`src/rtl/jolt160_mem_bridge.sv`:
```
// Bridges a byte-addressed CPU port (8/16-bit accesses) onto a 16-bit word memory
// with byte-lane enables; unaligned 16-bit accesses are split into two word accesses.
module jolt160_mem_bridge #(
  parameter int ADDR_W = 16
) (
  input  logic              clk,
  input  logic              reset,
  input  logic              req_rdwr,
  input  logic [ADDR_W-1:0] addr_in,
  input  logic              data_acc_sz,
  input  logic              data_inout_we,
  input  logic [15:0]       write_data_in,
  output logic [15:0]       read_data_out,
  output logic              data_ready,
  output logic [ADDR_W-2:0] mem_addr,
  output logic [15:0]       mem_wdata,
  output logic [1:0]        mem_byte_en,
  output logic              mem_we,
  output logic              mem_req,
  input  logic [15:0]       mem_rdata,
  input  logic              mem_ack,
  output logic [1:0]        state_dbg
);

  // Handshakes: a CPU access is taken on a rising edge where req_rdwr=1 and
  // data_ready=1; a memory access is held (mem_req=1, all mem_* stable) until the
  // rising edge where mem_ack=1, which completes it. mem_ack without mem_req is ignored.

  typedef enum logic [1:0] {
    IDLE = 2'd0,
    ACC0 = 2'd1,
    ACC1 = 2'd2,
    DONE = 2'd3
  } state_t;

  localparam logic [ADDR_W-2:0] WORD_INC = 1;

  state_t      state;
  logic        acc_odd;
  logic        acc_wide;
  logic        acc_write;
  logic [7:0]  acc_hi;
  logic [7:0]  rd_lo;
  logic        split;
  logic [1:0]  first_be;
  logic [15:0] first_wdata;
  logic [15:0] rd_single;

  assign split     = acc_wide & acc_odd;
  assign state_dbg = state;

  // Lane placement of the first (or only) word access, taken straight from the CPU inputs.
  always_comb begin
    first_be    = 2'b11;
    first_wdata = write_data_in;
    if (addr_in[0]) begin
      first_be    = 2'b10;
      first_wdata = {write_data_in[7:0], write_data_in[7:0]};
    end else if (!data_acc_sz) begin
      first_be    = 2'b01;
      first_wdata = {write_data_in[7:0], write_data_in[7:0]};
    end
  end

  always_comb begin
    rd_single = mem_rdata;
    if (!acc_wide) begin
      rd_single = {8'h00, (acc_odd ? mem_rdata[15:8] : mem_rdata[7:0])};
    end
  end

  always_ff @(posedge clk or negedge reset) begin
    if (!reset) begin
      state         <= IDLE;
      data_ready    <= 1'b1;
      read_data_out <= 16'h0000;
      mem_req       <= 1'b0;
      mem_we        <= 1'b0;
      mem_byte_en   <= 2'b00;
      mem_addr      <= '0;
      mem_wdata     <= 16'h0000;
      acc_odd       <= 1'b0;
      acc_wide      <= 1'b0;
      acc_write     <= 1'b0;
      acc_hi        <= 8'h00;
      rd_lo         <= 8'h00;
    end else begin
      case (state)
        IDLE: begin
          if (req_rdwr) begin
            state       <= ACC0;
            data_ready  <= 1'b0;
            acc_odd     <= addr_in[0];
            acc_wide    <= data_acc_sz;
            acc_write   <= data_inout_we;
            acc_hi      <= write_data_in[15:8];
            mem_req     <= 1'b1;
            mem_we      <= data_inout_we;
            mem_addr    <= addr_in[ADDR_W-1:1];
            mem_byte_en <= first_be;
            mem_wdata   <= first_wdata;
          end
        end
        ACC0: begin
          if (mem_ack) begin
            if (split) begin
              // Second half: next word (wrapping), low lane, carries the high data byte.
              state       <= ACC1;
              rd_lo       <= mem_rdata[15:8];
              mem_addr    <= mem_addr + WORD_INC;
              mem_byte_en <= 2'b01;
              mem_wdata   <= {acc_hi, acc_hi};
            end else begin
              state       <= DONE;
              mem_req     <= 1'b0;
              mem_we      <= 1'b0;
              mem_byte_en <= 2'b00;
              if (!acc_write) begin
                read_data_out <= rd_single;
              end
            end
          end
        end
        ACC1: begin
          if (mem_ack) begin
            state       <= DONE;
            mem_req     <= 1'b0;
            mem_we      <= 1'b0;
            mem_byte_en <= 2'b00;
            if (!acc_write) begin
              read_data_out <= {mem_rdata[7:0], rd_lo};
            end
          end
        end
        DONE: begin
          state      <= IDLE;
          data_ready <= 1'b1;
        end
        default: begin
          state      <= IDLE;
          data_ready <= 1'b1;
          mem_req    <= 1'b0;
        end
      endcase
    end
  end

endmodule

```
`config.mk`:
```
export PLATFORM = sky130hd
export DESIGN_NAME = jolt160_mem_bridge
export DESIGN_NICKNAME = d
export VERILOG_FILES = /design/src/rtl/jolt160_mem_bridge.sv
export SDC_FILE = /design/constraint.sdc
export NUM_CORES = 1
export LEC_CHECK = 0
export ABC_AREA = 0
export BUFFER_PORTS_ARGS = -buffer_cell sky130_fd_sc_hd__clkbuf_2
export CAP_MARGIN = 5
export CORE_MARGIN = 1
export CORE_UTILIZATION = 50
export CTS_CLUSTER_DIAMETER = 80
export CTS_CLUSTER_SIZE = 16
export DETAILED_ROUTE_END_ITERATION = 8
export GPL_TIMING_DRIVEN = 0
export PLACE_DENSITY = 0.77
export SLEW_MARGIN = 20
export SYNTH_ARGS = -nofsm -noshare
export SYNTH_HDL_FRONTEND = slang
export SYNTH_SLANG_ARGS = --single-unit
```
`constraint.sdc`:
```
create_clock -name clk -period 2.65 [get_ports clk]
set_clock_uncertainty 0.15 [all_clocks]
set_input_delay 0.265 -clock clk [delete_from_list [all_inputs] [get_ports clk]]
set_output_delay 0.265 -clock clk [all_outputs]
set_load 0.01 [all_outputs]
```
==> results.md <==
- Clk Latency, worst-skew pair: 0.34 ns
- Global-route wire length before repair: 15.7 mm
- Final setup fails: 0
- Postcts setup bufs: 0
- Reg2Reg Depth: 7
- R2r endpoint: state_dbg[0]$_DFFE_PN0P_
- CTS tree: done
- Avg WL per Cell: 15.8 microns
- Largest net degree at the start of global routing: 44
- Std-Cell Rows: 31
- Synth cell types: 47
- Initial antenna violation count: 0
- Core Region: 0.00737 sq mm
- Max Slew Vio Count: 0
- Pwr/cell area: 1330 mW/mm^2
- Post-Synthesis Cell Area: 0.00388 sq mm
- Die height: 90.1 microns
- Max-cap violations: 0
- Reg2reg setup slack: 0.28 ns
- Top cell type by total area after synthesis: dfrtp_1
- Post-Place Worst Slack: 0.309 ns
- Fin nets: 538
- Yosys top cell area share: 0.464
- Sequential fraction of the synthesis area: 0.471
- Predominant post-synthesis flop cell: dfrtp_1
- CP Launch Type: flip-flop
- CTS Buffer Depth: 2
- Global-route usage over all layers: 0.239
- Fmax: 422 MHz
- ANT cells: 0
- Peak supply drop: 0.000752 V
- Die Width: 90.1 microns
- Hold endpoint: acc_hi[4]$_DFFE_PN0P_
- Die ar.: 0.00812 sq mm
- Worst EP required: 2.70 ns
- Slack of the critical path: 0.282 ns
- Pleak: 0.00230 uW
- Mean number of vias per cell: 5.64
- Mapped Cells: 357
- Routability cong.: 0.820
- Status: finished clean
- Crit path DAT: 2.42 ns
- Min-Delay Path Class: primary input to flip-flop
- Setup TNS: 0 ns
- H-tree depth: 3
- IO Pins: 108
- Synth warn: 0
- Critical path's largest stage delay: 0.49 ns
- CTS buffer count: 9
- Hpwl dp: 6.60 mm
- Mapped Nets: 418
- Share of post-route cells with drive strength above 1: 0.388
- Final Hold Violating Endpoints: 0
- Syn avg cell area: 10.9 sq um
- Hold depth: 2
- Root buffer cell: clkbuf_8
- Worst Tran Pin Value: 0.671 ns
- Hold path start: write_data_in[12]
- Vias in the first global route: 3340
- # DRC: 0
- Cells along the critical path: inv_1 -> ha_1 -> buf_6 -> o21bai_1 -> nand2_1 -> a2111oi_0 -> a21oi_1
- Resize count post-CTS: 0
- Final ANT Viol Nets: 0
- Worst Setup End Kind: flip-flop
- Vias: 3279
- CTS Hold Bufs: 1
- Remaining global-route overflow: 0
- Ranking of synthesized cells by area: dfrtp_1 46%, mux2_2 9.9%, mux2i_1 5.2%
- Min cycle time layout: 2.37 ns
- Worst-path clk slew: 0.09 ns
- CP max-delay cell: a2111oi_0
- Fin util: 0.652
- Worst reg2reg startpoint: state_dbg[1]$_DFFE_PN0P_
- Crit-path max FO: 9
- CTS Sinks: 73
- Area grow syn2layout: 23.7%
- Post-Route WL: 9.17 mm
- RSZ-0062 raised after global routing: false
- Most frequent cells in the layout: 106 x clkbuf_2, 72 x dfrtp_1, 37 x nand2_1, 34 x mux2_2, 28 x o21ai_0
- Cell Area, Placed: 0.00456 sq mm
- Synth async-reset ratio: 1.00
- Hold slack: 0.0208 ns
- Initial Util: 0.527
- Starting DRC count in detailed routing: 176
- Slew margin rel.: 0.553
- Final instance area: 0.00480 sq mm
- Final Cycle Share: 0.894
- Initial DRT Pass Iterations: 4
- Number of I/O port buffers: 107
- Most common cell after layout, fill and taps aside: clkbuf_2
- WS Path Type: flip-flop to flip-flop
- Yosys reg bits: 73
- Post-synth EDFFs: 0
==> synthesized netlist by cell type (2+ instances only) <==
master and count:
a31oi_1 9, a21oi_1 21, clkbuf_1 9, ha_1 7, nand2b_1 11, nor2b_1 4, mux2_2 34, buf_4 3
nor2_1 15, a21boi_0 4, buf_6 3, o32ai_1 2, mux2i_1 20, a2bb2oi_1 6, nand2_1 37, o21ai_0 28
buf_2 5, and4_1 2, or3_1 3, dfrtp_1 72, o21bai_1 2, a22o_1 6, inv_1 4, and3_1 3
nand3_1 6, nand4_1 5, mux2_4 10, o22ai_1 7
==> layer usage <==
layer | share of wire | vias to the layer above | global-route usage
met5 | 0 | - | 0
met4 | 0.013 | 0 | 0.0901
met3 | 0.057 | 11 | 0.0415
met2 | 0.48 | 118 | 0.383
met1 | 0.45 | 1597 | 0.324
li1 | - | 1553 | -
==> sequential cells by signal, indices dropped and copies added, names as in the netlist, 2 cells and up <==
signal and flops:
acc_hi 8, mem_addr 15, mem_byte_en 2, mem_wdata 16, rd_lo 8, read_data_out 16
state_dbg 2
==> worst max-delay path by stage <==
stage	endpoint	depth (start not counted)	startpoint	slack [ns]
2_1_floorplan	read_data_out[0]$_DFFE_PN0P_	8	state_dbg[1]$_DFFE_PN0P_	0.60
3_3_place_gp	mem_wdata[2]$_DFFE_PN0P_	7	state_dbg[1]$_DFFE_PN0P_	0.36
3_5_place_dp	mem_wdata[1]$_DFFE_PN0P_	7	state_dbg[1]$_DFFE_PN0P_	0.31
4_1_cts	mem_wdata[1]$_DFFE_PN0P_	7	state_dbg[1]$_DFFE_PN0P_	0.31
5_1_grt	state_dbg[0]$_DFFE_PN0P_	7	state_dbg[1]$_DFFE_PN0P_	0.02
6_report	state_dbg[0]$_DFFE_PN0P_	7	state_dbg[1]$_DFFE_PN0P_	0.28
==> stage by stage <==
step           instances  total power (uW)
4_1_cts              581              6420
3_5_place_dp         564              5410
3_3_place_gp         563              5300
6_report             581              6410
2_1_floorplan        357              4380
5_1_grt              581              6870
==> layout make-up <==
cell class | instances | area [sq um]
Buffer | 20 | 115
Clock buffer | 10 | 138
Clock inverter | 6 | 90.1
Fill cell | 612 | 2570
Inverter | 6 | 25.0
Multi-Input combinational cell | 258 | 1910
Sequential cell | 73 | 1830
Tap cell | 99 | 124
Timing Repair Buffer | 109 | 568
==> worst max-delay path, delay by kind of cell, from the launching register on <==
kind                     cells  cell delay (ns)
AO/OA/AOI/OAI                3             0.91
adder cells (fa/ha/maj)      1             0.21
buffers and inverters        2             0.27
flip-flops                   1             0.48
AND/OR/NAND/NOR              1             0.21
==> power breakdown <==
| group | leakage [uW] | internal (uW) | total (uW) | switching (uW) |
|---|---|---|---|---|
| clock | 0.000113 | 560 | 1000 | 441 |
| combinational | 0.00132 | 1550 | 3290 | 1740 |
| sequential | 0.000868 | 1680 | 2110 | 432 |
==> kinds of logic after synthesis <==
family | share of synthesized area
muxes | 0.189
DFF | 0.471
adders and majority gates | 0.0226
and+or+nand+nor | 0.118
buffers and inverters | 0.0361
AOI/OAI and AO/OA | 0.163
(Power assumes the default switching activity.)
